### src/rtl/uart_fifo_ctrl.sv
// -----------------------------------------------------------------------------
// uart_fifo_ctrl
//   Pointer and drain controller for the UART transmit FIFO. It owns the write
//   and read pointers of an external synchronous dual-port RAM (depth
//   2^ADDR_W). Full and empty come from comparing the pointers together with
//   their wrap bits. Stored bytes are handed to the UART transmitter through a
//   start/busy handshake.
//
//   Optional build macro: UART_FIFO_OVF_EN
//     defined   : overflow is a sticky flag, set by a write while full and
//                 cleared by clr_ovf (a set in the same cycle wins).
//     undefined : overflow is tied low and clr_ovf is ignored. Writes made
//                 while full are still dropped.
//
// Ports
//   clk        system clock, rising edge
//   rst        asynchronous active-high reset
//   wr_en      producer write request (one byte per cycle)
//   wr_data    producer byte
//   ram_we     RAM write enable (wr_en & !full), combinational
//   ram_waddr  RAM write address (write pointer without wrap bit)
//   ram_wdata  RAM write data (wr_data pass-through)
//   ram_raddr  RAM read address (read pointer without wrap bit)
//   ram_rdata  RAM read data, valid one cycle after the address
//   tx_start   one-cycle pulse: tx_data is valid, begin transmission
//   tx_data    registered byte for the transmitter
//   tx_busy    transmitter busy; rises the cycle after tx_start
//   full       FIFO full
//   empty      FIFO empty
//   count      number of stored bytes, 0..2^ADDR_W (registered)
//   overflow   sticky flag: write attempted while full
//   clr_ovf    synchronous clear of overflow
// -----------------------------------------------------------------------------
module uart_fifo_ctrl #(
  parameter int ADDR_W = 4,
  parameter int DATA_W = 8
) (
  input  logic              clk,
  input  logic              rst,
  input  logic              wr_en,
  input  logic [DATA_W-1:0] wr_data,
  output logic              ram_we,
  output logic [ADDR_W-1:0] ram_waddr,
  output logic [DATA_W-1:0] ram_wdata,
  output logic [ADDR_W-1:0] ram_raddr,
  input  logic [DATA_W-1:0] ram_rdata,
  output logic              tx_start,
  output logic [DATA_W-1:0] tx_data,
  input  logic              tx_busy,
  output logic              full,
  output logic              empty,
  output logic [ADDR_W:0]   count,
  output logic              overflow,
  input  logic              clr_ovf
);

  typedef enum logic [1:0] {
    ST_IDLE = 2'd0,
    ST_READ = 2'd1,
    ST_LOAD = 2'd2,
    ST_WAIT = 2'd3
  } state_t;

  localparam logic [ADDR_W:0] PTR_ONE = {{ADDR_W{1'b0}}, 1'b1};

  state_t              state_r;
  state_t              state_nxt_s;
  logic [ADDR_W:0]     wptr_r;
  logic [ADDR_W:0]     rptr_r;
  logic [ADDR_W:0]     wptr_nxt_s;
  logic [ADDR_W:0]     rptr_nxt_s;
  logic [ADDR_W:0]     count_r;
  logic                full_s;
  logic                empty_s;
  logic                wr_ok_s;
  logic                rd_adv_s;
  logic                load_s;
  logic                tx_start_r;
  logic [DATA_W-1:0]   tx_data_r;

  // The MSB is the wrap bit. Equal pointers mean empty. Equal addresses with
  // different wrap bits mean full.
  assign empty_s = (wptr_r == rptr_r);
  assign full_s  = (wptr_r[ADDR_W-1:0] == rptr_r[ADDR_W-1:0]) &&
                   (wptr_r[ADDR_W] != rptr_r[ADDR_W]);
  assign wr_ok_s = wr_en & ~full_s;

  assign ram_we    = wr_ok_s;
  assign ram_waddr = wptr_r[ADDR_W-1:0];
  assign ram_wdata = wr_data;
  assign ram_raddr = rptr_r[ADDR_W-1:0];
  assign full      = full_s;
  assign empty     = empty_s;
  assign count     = count_r;
  assign tx_start  = tx_start_r;
  assign tx_data   = tx_data_r;

  // Drain FSM: next-state logic and the read-advance / load strobes.
  always_comb begin
    state_nxt_s = state_r;
    rd_adv_s    = 1'b0;
    load_s      = 1'b0;
    case (state_r)
      ST_IDLE: begin
        if (!empty_s && !tx_busy) begin
          state_nxt_s = ST_READ;
        end else begin
          state_nxt_s = ST_IDLE;
        end
      end
      // The RAM samples ram_raddr at this edge, so rptr can advance here.
      ST_READ: begin
        state_nxt_s = ST_LOAD;
        rd_adv_s    = 1'b1;
      end
      ST_LOAD: begin
        state_nxt_s = ST_WAIT;
        load_s      = 1'b1;
      end
      // Wait for the transmitter to accept the byte before going back to IDLE.
      ST_WAIT: begin
        if (tx_busy) begin
          state_nxt_s = ST_IDLE;
        end else begin
          state_nxt_s = ST_WAIT;
        end
      end
      default: begin
        state_nxt_s = ST_IDLE;
      end
    endcase
  end

  // Next pointer values. Full is decoded from the pointers before the edge, so
  // a write that meets a read advance while full is still rejected.
  always_comb begin
    wptr_nxt_s = wptr_r;
    rptr_nxt_s = rptr_r;
    if (wr_ok_s) begin
      wptr_nxt_s = wptr_r + PTR_ONE;
    end else begin
      wptr_nxt_s = wptr_r;
    end
    if (rd_adv_s) begin
      rptr_nxt_s = rptr_r + PTR_ONE;
    end else begin
      rptr_nxt_s = rptr_r;
    end
  end

  // State, pointers and registered occupancy count.
  always_ff @(posedge clk or posedge rst) begin
    if (rst) begin
      state_r <= ST_IDLE;
      wptr_r  <= {(ADDR_W+1){1'b0}};
      rptr_r  <= {(ADDR_W+1){1'b0}};
      count_r <= {(ADDR_W+1){1'b0}};
    end else begin
      state_r <= state_nxt_s;
      wptr_r  <= wptr_nxt_s;
      rptr_r  <= rptr_nxt_s;
      count_r <= wptr_nxt_s - rptr_nxt_s;
    end
  end

  // Transmitter handoff: capture the RAM byte and pulse tx_start for one cycle.
  always_ff @(posedge clk or posedge rst) begin
    if (rst) begin
      tx_start_r <= 1'b0;
      tx_data_r  <= {DATA_W{1'b0}};
    end else begin
      tx_start_r <= load_s;
      if (load_s) begin
        tx_data_r <= ram_rdata;
      end else begin
        tx_data_r <= tx_data_r;
      end
    end
  end

`ifdef UART_FIFO_OVF_EN
  logic ovf_r;

  // Sticky overflow flag. A set in the same cycle as clr_ovf takes priority.
  always_ff @(posedge clk or posedge rst) begin
    if (rst) begin
      ovf_r <= 1'b0;
    end else if (wr_en && full_s) begin
      ovf_r <= 1'b1;
    end else if (clr_ovf) begin
      ovf_r <= 1'b0;
    end else begin
      ovf_r <= ovf_r;
    end
  end

  assign overflow = ovf_r;
`else
  logic unused_clr_ovf_s;

  assign unused_clr_ovf_s = clr_ovf;
  assign overflow         = 1'b0;
`endif

endmodule

### config.mk
export PLATFORM = sky130hd
export DESIGN_NAME = uart_fifo_ctrl
export DESIGN_NICKNAME = d
export VERILOG_FILES = /design/src/rtl/uart_fifo_ctrl.sv
export SDC_FILE = /design/constraint.sdc
export NUM_CORES = 1
export LEC_CHECK = 0
export ABC_AREA = 0
export BUFFER_PORTS_ARGS = -buffer_cell sky130_fd_sc_hd__buf_4
export CORE_ASPECT_RATIO = 0.75
export CORE_UTILIZATION = 43
export DETAILED_ROUTE_END_ITERATION = 12
export PLACE_DENSITY = 0.75
export SLEW_MARGIN = 0
export SYNTH_ARGS = -nofsm -noshare
export SYNTH_HDL_FRONTEND = slang
export SYNTH_SLANG_ARGS = --single-unit
### constraint.sdc
create_clock -name clk -period 2.9 [get_ports clk]
set_input_delay 0.58 -clock clk [delete_from_list [all_inputs] [get_ports clk]]
set_output_delay 0.58 -clock clk [all_outputs]
set_load 0.05 [all_outputs]
==> results of run 1 <==
## routing by layer
| metal | share of wire, % | track usage [%] |
|---|---|---|
| met1 | 42 | 20.5 |
| met2 | 52 | 27.6 |
| met3 | 3.9 | 3.95 |
| met4 | 1.5 | 6.25 |
| met5 | 0 | 0 |
## worst max-delay path, delay by kind of cell (launching register included)
family / cells / cell delay, ns
mux: 2 / 0.36
buf+inv: 2 / 0.19
flops: 1 / 0.39
simple gates: 3 / 0.78
compound gates: 3 / 0.55
fa+ha+maj: 1 / 0.29
xor+xnor: 1 / 0.18
## state kept, by name, indices dropped and copies added, names as in the netlist
signal and flops:
tx_data 8, tx_start 1, state_r 2, count 5, wptr_r 5, rptr_r 5
## cells in the final DEF (no fill, tap or decap), types with 3 or more instances in the layout
| master | count |
|---|---|
| buf_4 | 51 |
| nor2_1 | 5 |
| clkbuf_8 | 3 |
| xnor2_1 | 9 |
| mux2_2 | 9 |
| xor2_1 | 6 |
| dfrtp_1 | 26 |
| nand4_1 | 3 |
| nand2_1 | 4 |
| ha_1 | 5 |
| inv_1 | 8 |
## final timing paths
kind | slack (ns) | end | cells past startpoint
min reg2reg | 0.52 | tx_data[6] | 1
max | 0.09 | count[3] | 12
max in group asynchronous | 1.77 | count[2] | 2
min in group asynchronous | 0.54 | tx_data[3] | 2
min | 0.50 | state_r[0] | 2
max reg2reg | 0.09 | count[3] | 12
## layout make-up
type                    instances  area (sq um)  area share (%)
multi-input cells              70           653            35.6
flip-flops and latches         26           651            35.4
repair buffers                 53           405            22.1
well taps                      38          47.5            2.59
clock buffers                   3          41.3            2.25
inverters                      10          37.5            2.04
## metrics by stage
stage               worst slack, ns  setup TNS (ns)  hold WS (ns)
floorplan                    0.0181               0         0.490
global placement             0.0497               0         0.492
detailed placement          -0.0132         -0.0132         0.502
CTS                          0.0191               0         0.497
global route                -0.0194         -0.0267         0.499
finish                       0.0883               0         0.502
## cells by family after synthesis
group | share of synthesized area [%]
AO/OA/AOI/OAI | 7.95
buffers and inverters | 12.3
flip-flops | 45.9
XOR/XNOR | 9.89
multiplexers | 8.57
AND/OR/NAND/NOR | 8.39
adder cells (fa/ha/maj) | 6.71
other | 0.265
## what timing repair did
item / 4_1_cts / 5_1_grt
buffers inserted: 0 / 3
gates resized for setup: 1 / 16
endpoints found under the setup margin: 1 / 2
hold endpoints to repair: 0 / 0
pin swaps: 0 / 9
==> results.cfg, run 1 <==
[status]
status = finished, final reports clean

[placement]
placed_cells = 194
post_dp_cell_area_sq_um = 1700
hpwl_um = 2230
port_buffers = 36
gp_congestion = 0.754

[cells_and_area]
fin_cells = 200
fin_util_pct = 60.3
antenna_cells = 0
area_growth_pct = 29.6
final_area_sq_um = 1840
nFillCells = 235
drive_gt1_share_pct = 48.1
final_nets = 192

[synthesis]
yosysSeqAreaShare_pct = 45.9
synthDominantCellAreaShare_pct = 45.9
yosys.area.top_type = dfrtp_1
ys_types = 34
postSynthCellCount = 125
synthArstFlopShare_pct = 100
yosys_register_bits = 26
synth_common_cells = dfrtp_1, buf_4, inv_1, xnor2_1, mux2_2
synth.area.top_cells = dfrtp_1, buf_4, mux2_2
synth-edff-count = 0
syn_avg_cell_area_sq_um = 11.3
synth_area_sq_um = 1420
yosys_warnings = 0
yosysMostFrequentCell = dfrtp_1
syn_nets = 153
synthFlopType = dfrtp_1

[worst_setup_path]
required_ns = 3.10
crit_start = rptr_r[3]
cp-start-kind = register
critPathMaxFanout = 2
critPathMaxStageDelay_ns = 0.57
cp.arrival_ns = 3.02
crit_slowest_cell = or4_4
crit_type = register to register
worstSetupEndpointType = register
crit_chain = xor2_1, or4_4, o21ai_4, buf_6, mux2i_4, inv_2, ha_1, nor2b_4, o21ai_2, nor2_1, mux2i_1, o2111a_1
r2r_start = rptr_r[3]

[cts]
cts_tree = done
cts-root-buf = clkbuf_8
clk_pin_slew_worst_paths_ns = 0.08
htree_levels = 1
cts_buffer_depth = 2
cts_hold_buf = 0
cts_made_buffers = 3
cts.sinks = 26
insertion_delay_ns = 0.26

[timing]
worst_slew_pin_slew_ns = 0.974
hold_viol_final = 0
finalCriticalPeriod_ns = 2.81
skew_ns = 0.00137
period_share_pct = 97.0
max_freq_mhz = 356
rsz0062_at_grt = true
max_slew_margin_pct = 35.0
setup_viol = 0
slew_violations = 0

[die]
fp.dieW_um = 68.3
die_h_um = 51.7
io_pins = 55
die_area_sq_um = 3530
start_util_pct = 46.6
core_area_sq_um = 3040
rows = 17

[grt]
grt_max_degree = 27
antenna_found_initial = 0
track_usage_pct = 16.5
grt_pass1_wl_um = 4160
grt_pass1_vias = 925
overflow = 0

[drt]
first_pass_iters = 4
wl_per_cell_um = 14.7
vias_per_cell = 5.01
vias = 1001
drc = 0
drtAntennaViolNets = 0
detail_route.iter0.violations = 62
totalWireLength_um = 2930

[worst_hold_path]
holdCritStartpoint = tx_busy
hold_class = primary input to register

[job]
drv_cap = 0
Power of run 1 is left out: the tool's default activity adds up to more than one toggle a clock period on the data nets, which glitch-free logic cannot reach.
==> run 2, diff against run 1 <==
--- a/config.mk
+++ b/config.mk
@@ -6,7 +6,7 @@
 export NUM_CORES = 1
 export LEC_CHECK = 0
 export ABC_AREA = 0
-export BUFFER_PORTS_ARGS = -buffer_cell sky130_fd_sc_hd__buf_4
+export BUFFER_PORTS_ARGS = -buffer_cell sky130_fd_sc_hd__buf_2
 export CORE_ASPECT_RATIO = 0.75
 export CORE_UTILIZATION = 43
 export DETAILED_ROUTE_END_ITERATION = 12
==> run 2 against run 1 <==
Global-route usage up 0.95 points. Worst setup slack better by 0.0082 ns. Die area unchanged. Cell area is 3.1% lower. Via count decreased by 2.8%. Critical endpoint unchanged. Highest routed layer unchanged.
==> results.cfg, run 2 (synthesis results as in run 1) <==
[drt]
totalWireLength_um = 2860
vias = 973
wl_per_cell_um = 14.3
drc = 0
detail_route.iter0.violations = 63
vias_per_cell = 4.87
first_pass_iters = 4
drtAntennaViolNets = 0

[cells_and_area]
most-common-layout-cells = buf_2, dfrtp_1, buf_4
final_common_cell = buf_2
largest_reg_flops = 8
drive_gt1_share_pct = 50.0
final_nets = 191
area_growth_pct = 25.6
antenna_cells = 0

[worst_setup_path]
critPathMaxStageDelay_ns = 0.56
required_ns = 3.11
cp.arrival_ns = 3.02
crit_end = count[3]
worstSetupEndpointType = register
ff2ff_setup_slack_ns = 0.1
critPathMaxFanout = 2
cp-start-kind = register
rr_worst_depth = 12
crit_start = wptr_r[1]
r2r-end = count[3]
r2r_start = wptr_r[1]
crit_chain = xor2_2, or4_4, o21ai_4, buf_6, mux2i_4, inv_2, ha_4, nor2b_4, o21ai_2, nor2_1, mux2i_1, o2111a_1
crit_slowest_cell = or4_4
crit_type = register to register

[die]
start_util_pct = 46.6
fp.dieW_um = 68.3
io_pins = 55
die_area_sq_um = 3530
core_area_sq_um = 3040
rows = 17
die_h_um = 51.7

[timing]
hold_viol_final = 0
setup_viol = 0
period_share_pct = 96.7
max_slew_margin_pct = 33.8
worst_slew_pin_slew_ns = 0.992
max_freq_mhz = 357
fin_tns_setup_ns = 0
skew_ns = 0.00199
finalCriticalPeriod_ns = 2.80
slew_violations = 0

[worst_hold_path]
min_path_cells = 2
hold_class = primary input to register

[grt]
overflow = 0
antenna_found_initial = 0
track_usage_pct = 17.5
grt_max_degree = 27
grt_pass1_wl_um = 4640
grt_pass1_vias = 983

[cts]
cts_tree = done
cts_buffer_depth = 2
cts-root-buf = clkbuf_8
cts_made_buffers = 3
cts.sinks = 26
insertion_delay_ns = 0.27
cts_hold_buf = 0
htree_levels = 1
clk_pin_slew_worst_paths_ns = 0.09

[placement]
hpwl_um = 2140
gp_congestion = 0.797
port_buffers = 36

[job]
drv_cap = 0

[status]
status = finished, final reports clean
## run 2: cell count changes in the layout (fill, tap and decap cells not counted)
cell,previous run,this run
xor2_2,0,1
o41ai_1,1,0
xor2_1,6,5
buf_4,51,14
o41ai_2,0,1
ha_1,5,4
buf_2,0,36
ha_4,1,2
clkbuf_8,3,4
## run 2: worst max-delay path, delay by kind of cell, from the launching register on
family / cells / cell delay, ns
AND/OR/NAND/NOR: 3 / 0.74
AO/OA/AOI/OAI: 3 / 0.53
flip-flops: 1 / 0.43
multiplexers: 2 / 0.39
adder cells (fa/ha/maj): 1 / 0.24
buffers and inverters: 2 / 0.22
XOR/XNOR: 1 / 0.19
## run 2: layout make-up
type	count	area, sq um
well taps	38	47.5
flip-flops and latches	26	651
inverters	10	37.5
clock buffers	4	55.1
repair buffers	52	308
fillers	250	1260
multi-input cells	70	681
## run 2: metrics by stage
step	setup WS (ns)	utilization [%]	hold slack [ns]	cell area, sq um	cells
2_1_floorplan	0.0181	-	0.490	1420	125
3_3_place_gp	0.0729	52.8	0.484	1610	193
3_5_place_dp	-0.0747	52.8	0.495	1610	193
4_1_cts	0.00361	55.4	0.506	1680	197
5_1_grt	-0.0242	58.5	0.526	1780	200
6_report	0.0965	58.5	0.506	1780	200
## run 2: worst min path at each step
stage	slack [ns]	endpoint	start
2_1_floorplan	0.49	state_r[0]	state_r[0]
3_5_place_dp	0.50	tx_data[2]	tx_data[2]
4_1_cts	0.51	state_r[0]	tx_busy
6_report	0.51	state_r[0]	tx_busy
3_3_place_gp	0.48	tx_data[4]	tx_data[4]
5_1_grt	0.53	tx_data[7]	tx_data[7]
## run 2: what timing repair did
action                                  in CTS  in global routing
setup buffers                                0                  3
pin swaps                                    1                 10
endpoints found under the setup margin       2                  2
gates resized for setup                      5                 15
## run 2: per-layer routing
layer | vias to the layer above | GRT usage (%) | wire, um
li1 | 476 | - | -
met1 | 480 | 23.7 | 1280
met2 | 11 | 29.1 | 1480
met3 | 6 | 3.29 | 83
met4 | 0 | 3.13 | 14
met5 | - | 0 | 0
Power of run 2 is left out for the same reason.
